File: src/rtl/ifetch_line_buffer.sv
// One-line instruction buffer in front of instruction memory: serves hits combinationally,
// stalls the PC on a miss and refills the whole aligned line over a req/rdy handshake.
module ifetch_line_buffer #(
    parameter int LINE_WORDS = 4,
    parameter int OFF_W      = $clog2(LINE_WORDS)
) (
    input  logic        clk,
    input  logic        rst,
    input  logic [15:0] iaddr,
    input  logic        hlt,
    input  logic        flush,
    output logic [15:0] instr,
    output logic        instr_vld,
    output logic        fetch_stall,
    output logic        mem_req,
    output logic [15:0] mem_addr,
    input  logic        mem_rdy,
    input  logic [15:0] mem_rdata
);

    localparam int TAG_W = 16 - OFF_W;
    localparam logic [OFF_W-1:0] LAST_CNT = OFF_W'(LINE_WORDS - 1);

    typedef enum logic {IDLE, FILL} state_t;

    state_t             state_q, state_d;
    logic               line_vld_q, line_vld_d;
    logic [TAG_W-1:0]   tag_q, tag_d;
    logic [OFF_W-1:0]   cnt_q, cnt_d;
    logic               discard_q, discard_d;
    logic               mem_req_q, mem_req_d;
    logic [15:0]        mem_addr_q, mem_addr_d;
    logic [15:0]        data_q [LINE_WORDS];

    logic               hit;
    logic               data_we;

    assign hit         = line_vld_q && (tag_q == iaddr[15:OFF_W]);
    assign instr       = hit ? data_q[iaddr[OFF_W-1:0]] : 16'h0000;
    assign instr_vld   = hit;
    assign fetch_stall = !hit;
    assign mem_req     = mem_req_q;
    assign mem_addr    = mem_addr_q;

    // Words are only accepted while a request is actually outstanding.
    assign data_we = (state_q == FILL) && mem_rdy;

    always_comb begin
        state_d    = state_q;
        line_vld_d = line_vld_q;
        tag_d      = tag_q;
        cnt_d      = cnt_q;
        discard_d  = discard_q;
        mem_req_d  = mem_req_q;
        mem_addr_d = mem_addr_q;
        unique case (state_q)
            IDLE: begin
                mem_req_d = 1'b0;
                if (flush) begin
                    line_vld_d = 1'b0;
                end else if (!hit && !hlt) begin
                    state_d    = FILL;
                    line_vld_d = 1'b0;
                    tag_d      = iaddr[15:OFF_W];
                    cnt_d      = '0;
                    discard_d  = 1'b0;
                    mem_req_d  = 1'b1;
                    mem_addr_d = {iaddr[15:OFF_W], {OFF_W{1'b0}}};
                end
            end
            FILL: begin
                if (flush) begin
                    discard_d = 1'b1;
                end
                if (mem_rdy) begin
                    cnt_d      = cnt_q + 1'b1;
                    mem_addr_d = mem_addr_q + 16'd1;
                    if (cnt_q == LAST_CNT) begin
                        // A flush anywhere in the fill, including this last beat, drops the line.
                        state_d    = IDLE;
                        mem_req_d  = 1'b0;
                        line_vld_d = !(discard_q || flush);
                        discard_d  = 1'b0;
                    end
                end
            end
            default: state_d = IDLE;
        endcase
    end

    always_ff @(posedge clk or posedge rst) begin
        if (rst) begin
            state_q    <= IDLE;
            line_vld_q <= 1'b0;
            tag_q      <= '0;
            cnt_q      <= '0;
            discard_q  <= 1'b0;
            mem_req_q  <= 1'b0;
            mem_addr_q <= 16'h0000;
        end else begin
            state_q    <= state_d;
            line_vld_q <= line_vld_d;
            tag_q      <= tag_d;
            cnt_q      <= cnt_d;
            discard_q  <= discard_d;
            mem_req_q  <= mem_req_d;
            mem_addr_q <= mem_addr_d;
        end
    end

    // Line storage carries no reset; line_vld_q guards every read.
    always_ff @(posedge clk) begin
        if (data_we) begin
            data_q[cnt_q] <= mem_rdata;
        end
    end

endmodule

File: config.mk
export PLATFORM = sky130hd
export DESIGN_NAME = ifetch_line_buffer
export DESIGN_NICKNAME = d
export VERILOG_FILES = /design/src/rtl/ifetch_line_buffer.sv
export SDC_FILE = /design/constraint.sdc
export NUM_CORES = 1
export LEC_CHECK = 0
export BUFFER_PORTS_ARGS = -buffer_cell sky130_fd_sc_hd__buf_2
export CAP_MARGIN = 5
export CORE_ASPECT_RATIO = 0.5
export CORE_MARGIN = 2
export CORE_UTILIZATION = 35
export CTS_CLUSTER_SIZE = 8
export DETAILED_ROUTE_END_ITERATION = 7
export GPL_TIMING_DRIVEN = 0
export PLACE_DENSITY = 0.52
export SLEW_MARGIN = 10
export SYNTH_ARGS = -nofsm -noshare
export SYNTH_HDL_FRONTEND = slang
export SYNTH_SLANG_ARGS = --single-unit
File: constraint.sdc
create_clock -name clk -period 4.55 [get_ports clk]
set_input_delay 0.455 -clock clk [delete_from_list [all_inputs] [get_ports clk]]
set_output_delay 0.455 -clock clk [all_outputs]
set_load 0.02 [all_outputs]
# Word level (Yosys, flattened, before mapping)
# Memory sizes are Yosys's and may differ from the RTL's.
# Cells that the tools add are included.
# Widths: inputs -> output; s select.
totals:
  rom_bits: 0
  input_bits: 37
  latchBits: 0
  word_cells: 60
  reg_bits: 36
  n_memories: 1
  out_inout_bits: 35
  ram_bits: 64
memory_table:
  columns: ["name", "words", "word_bits", "rd", "rd_clocked_by_memory_dff", "wr", "line", "source"]
  rows:
  - ["data_q", 4, 16, 1, 0, 1, "33", "logic [15:0] data_q [LINE_WORDS];"]
classes:
  n_lt_le_gt_ge: 0
  shift: 0
  reduce_logical: 12
  n_div: 0
  n_bitwise: 2
  add_sub_neg: 2
  n_eq_ne: 7
  mux: 29
  mul: 0
op_table:
  columns: ["operator", "count"]
  rows:
  - ["$mux 16", 4]
  - ["$pmux 16 s2", 1]
  - ["$add 16x1->16 const B", 1]
  - ["$mux 1", 16]
  - ["$eq 14x14->1", 1]
  - ["$reduce_and 3->1", 3]
  - ["$pmux 1 s2", 4]
  - ["$mux 2", 3]
  - ["$ne 2x2->1 const B", 3]
  - ["$pmux 2 s2", 1]
  - ["$reduce_and 2->1", 2]
  - ["$logic_and 1x1->1", 3]
  - ["$logic_not 1->1", 3]
  - ["$ne 3x3->1 const B", 1]
  - ["$add 2x1->2 const B", 1]
  - ["$eq 2x2->1 const B", 1]
  - ["$ne 2x1->1 const B", 1]
  - ["$not 1->1", 2]
  - ["$logic_or 1x1->1", 1]

# Depth between registers and ports, before layout
depth:
  depth_word: 7
  mapped_depth: 7
  depth_no_buf: 6

# Least setup slack after synthesis
# No wires, ideal clock.
synth_path:
  path_kind: "input-to-output"
  startpoint: "input port iaddr[10]"
  endpoint: "output port instr[10]"
  stages: 5
  n_path_buf: 1
  required_ns: 4.095
  arrival_time_ns: 1.798
  path_slack_ns: 2.297
  path_cell_list: "xnor2_1 > nand4_1 > nor4_4 > clkbuf_1 > and2_1"
synth_via:
  elab_chain_len: 3
synth_rtl:
  columns: ["element", "line", "source"]
  rows:
  - ["from (decl)", "9", "input logic [15:0] iaddr,"]
  - ["$eq 14x14->1", "38", "assign hit = line_vld_q && (tag_q == iaddr[15:OFF_W]);"]
  - ["$logic_and 1x1->1", "38", null]
  - ["via instr_vld", "13", "output logic instr_vld,"]
  - ["$mux 16", "39", "assign instr = hit ? data_q[iaddr[OFF_W-1:0]] : 16'h0000;"]
  - ["to (decl)", "12", "output logic [15:0] instr,"]
# The timed path passes the listed nets, and every way through them passes these cells.

# Worst setup path after layout
layout_path:
  startpoint: "register tag_q[3]"
  endpoint: "output port instr[5]"
layout_via:
  elab_chain_len: 3
layout_rtl:
  columns: ["element", "line", "source"]
  rows:
  - ["from (decl)", "28", "logic [TAG_W-1:0] tag_q, tag_d;"]
  - ["from (signal assigned)", "103", "tag_q <= tag_d;"]
  - ["$eq 14x14->1", "38", null]
  - ["$logic_and 1x1->1", "38", null]
  - ["$mux 16", "39", null]
# Every way passes these cells.

==> impl_metrics.tcl <==
set metrics [dict create \
    gp_congestion 0.794 \
    die_w_um 162 \
    max_freq_mhz 353 \
    area_growth_pct 20.0 \
    grt-ovfl-total 0 \
    crit_fanout 10 \
    num_antenna_cells 0 \
    cts_sinks 100 \
    finalHoldViolCount 0 \
    worstPathArrival_ns 2.38 \
    rsz0062_at_grt "false" \
    multi_input_area_um2 1480 \
    synth_edf_count 64 \
    place_hpwl_mm 6.90 \
    avgSynthCellArea_um2 14.7 \
    fillers 1104 \
    cellPowerDensity_nw_per_um2 584 \
    hold_class "in2async" \
    antenna_found_initial 0 \
    die_y_um 83.2 \
    rows 28 \
    setup_tns_ns 0 \
    cts_root_buf "clkbuf_16" \
    initial_core_util 0.365 \
    grt_pass1_vias 2831 \
    clk_latency_ns 0.34 \
    ff_latch_area_um2 2820 \
    syn_inst 298 \
    drc 0 \
    grt_max_degree 37 \
    ant_nets 0 \
    post-route-period-util 0.623 \
    fin_skew_ns 0.00515 \
    final_area_um2 5270 \
    vias_per_cell 4.95 \
    path_clk_slew_ns 0.07 \
    grt_first_pass_wirelength_mm 15.1 \
    relSlewSlack 0.397 \
    synth_cell_types 44 \
    slew_violations 0 \
    vias 2719 \
    drtIter0Drc 203 \
    yosysSeqAreaShare 0.643 \
    post_cts_buffers 0 \
    clockBufferDepth 2 \
    endpoint_kind "output port" \
    coreArea_um2 12000 \
    ys_warn_count 0 \
    h-tree-depth 3 \
    path_class "reg2out" \
    cts.repair.resized 0 \
    drive_gt1_frac 0.328 \
    worst_pin_slew_ns 0.905 \
    vdd_ir_drop_max_mv 0.285 \
    cts_tree "yes" \
    portBuffers 69 \
    finalPower_mw 3.07 \
    leakagePower_nw 2.06 \
    status "finished clean" \
    num_io_pins 72 \
    postSynth.asyncResetShare 0.360 \
    grt_use_total 0.148 \
    synth_ff_type "edfxtp_1" \
    final_nets 421 \
    postCtsHoldBufs 0 \
    netlist_area_um2 4390 \
    synth_nets 340 \
    drt_pass1_iterations 4 \
    maxCapViolCount 0 \
    drt_wl_total_mm 9.67 \
    die_area_um2 13500 \
    place_area_um2 4960 \
    post_drt_wl_per_cell_um 17.6 \
    period_minus_slack_ns 2.83 \
    cts-buffers-inserted 9 \
    start_kind "register" \
    setup_viol 0 \
    ys_seq_elements 100 \
    crit_required_ns 4.09 \
]
==> power by group <==
part	internal [mW]	total [mW]	switching, mW
clock	0.436	0.775	0.339
combinational	0.364	0.864	0.500
sequential	1.27	1.43	0.166
total	2.07	3.07	1.01
==> synth_stat cells (2+ instances only) <==
cell / instances / area (um2)
o21ai_0: 11 / 55.1
and3_1: 7 / 43.8
a211oi_1: 5 / 37.5
a221o_1: 2 / 20.0
nand2_1: 16 / 60.1
a221oi_1: 2 / 17.5
or3_1: 2 / 12.5
nor2b_1: 2 / 12.5
a21oi_1: 6 / 30.0
nand4_1: 4 / 25.0
inv_1: 7 / 26.3
buf_2: 2 / 10.0
nor2_1: 15 / 56.3
dfrtp_1: 36 / 901
nor4_1: 2 / 12.5
a22oi_1: 2 / 15.0
o221a_2: 4 / 45.0
edfxtp_1: 64 / 1920
nor3_1: 4 / 20.0
mux2i_1: 5 / 50.1
mux2_2: 11 / 124
mux4_2: 16 / 360
xnor2_1: 14 / 123
ha_1: 5 / 62.6
a31oi_1: 2 / 12.5
and2_1: 20 / 125
clkbuf_1: 8 / 30.0
nand3_1: 7 / 35.0
a41oi_1: 2 / 17.5
==> state kept, by name, indices dropped and copies added (netlist names) <==
signal,cells
data_q,64
mem_addr,16
tag_q,14
cnt_q,2
discard_q,1
line_vld_q,1
mem_req,1
state_q,1
==> placed cells by master (no fill, tap or decap), drive strengths merged, types with 2 or more instances in the layout <==
master	count
nand3	7
nor4	3
or3	2
o221a	4
mux2i	5
clkbuf	17
buf	75
mux2	11
inv	11
clkinv	3
nor2	15
nor3	4
a22oi	2
nand2	17
a41oi	2
and2	20
mux4	16
edfxtp	64
dfrtp	36
a211oi	5
a221oi	2
and3	7
o21ai	12
a31oi	2
xnor2	14
nor2b	2
ha	5
nand4	4
a21oi	6
a221o	2
==> layer usage <==
metal / vias to the layer above / share of wire / GRT usage
met5: - / 0 / 0
met4: 0 / 0.0090 / 0.0346
met3: 7 / 0.052 / 0.0370
met2: 65 / 0.50 / 0.248
met1: 1346 / 0.44 / 0.194
li1: 1301 / - / -
==> cell families (layout without fill, tap and decap cells) <==
kind of cell | count (synthesis) | in the layout | synth area share
flip-flops | 100 | 100 | 0.643
AND/OR/NAND/NOR | 83 | 83 | 0.101
AO/OA/AOI/OAI | 43 | 43 | 0.0704
multiplexers | 32 | 32 | 0.122
buffers and inverters | 21 | 107 | 0.0211
XOR/XNOR | 14 | 14 | 0.0279
adder cells (fa/ha/maj) | 5 | 5 | 0.0143
==> path summary, 6_finish.rpt <==
check | startpoint | end | slack, ns | depth (start not counted)
max | tag_q[3] | instr[5] | 1.72 | 6
min | rst | tag_q[7] | 0.27 | 2
max reg2reg | state_q | data_q[1][6] | 2.16 | 3
min reg2reg | mem_req | mem_req | 0.48 | 2
max in group asynchronous | rst | mem_addr[2] | 3.76 | 2
min in group clk | mem_rdata[1] | data_q[3][1] | 0.33 | 1
==> worst max-delay path: stages (launching register included) <==
cell and delay, ns:
dfrtp_1 0.39, xnor2_1 0.15, nand4_1 0.15, nor4_4 0.51
clkbuf_1 0.43, and2_1 0.23, buf_2 0.17
==> area by class of cell <==
| cell class | count | share of cell area |
|---|---|---|
| well taps | 165 | 0.0392 |
| multi-input cells | 177 | 0.280 |
| clock buffers | 9 | 0.0428 |
| clock inverters | 7 | 0.0157 |
| repair buffers | 70 | 0.0684 |
| inverters | 8 | 0.00570 |
| flip-flops and latches | 100 | 0.536 |
| plain buffers | 13 | 0.0119 |
==> metrics by stage <==
stage	hold WS (ns)	util	setup slack, ns	cells
floorplan	0.497	-	2.30	298
global placement	0.471	0.411	1.55	532
detailed placement	0.469	0.413	1.79	533
CTS	0.287	0.438	1.66	549
global route	0.317	0.438	1.53	549
finish	0.272	0.438	1.72	549
Note: power is estimated with default switching activity, not from simulation.
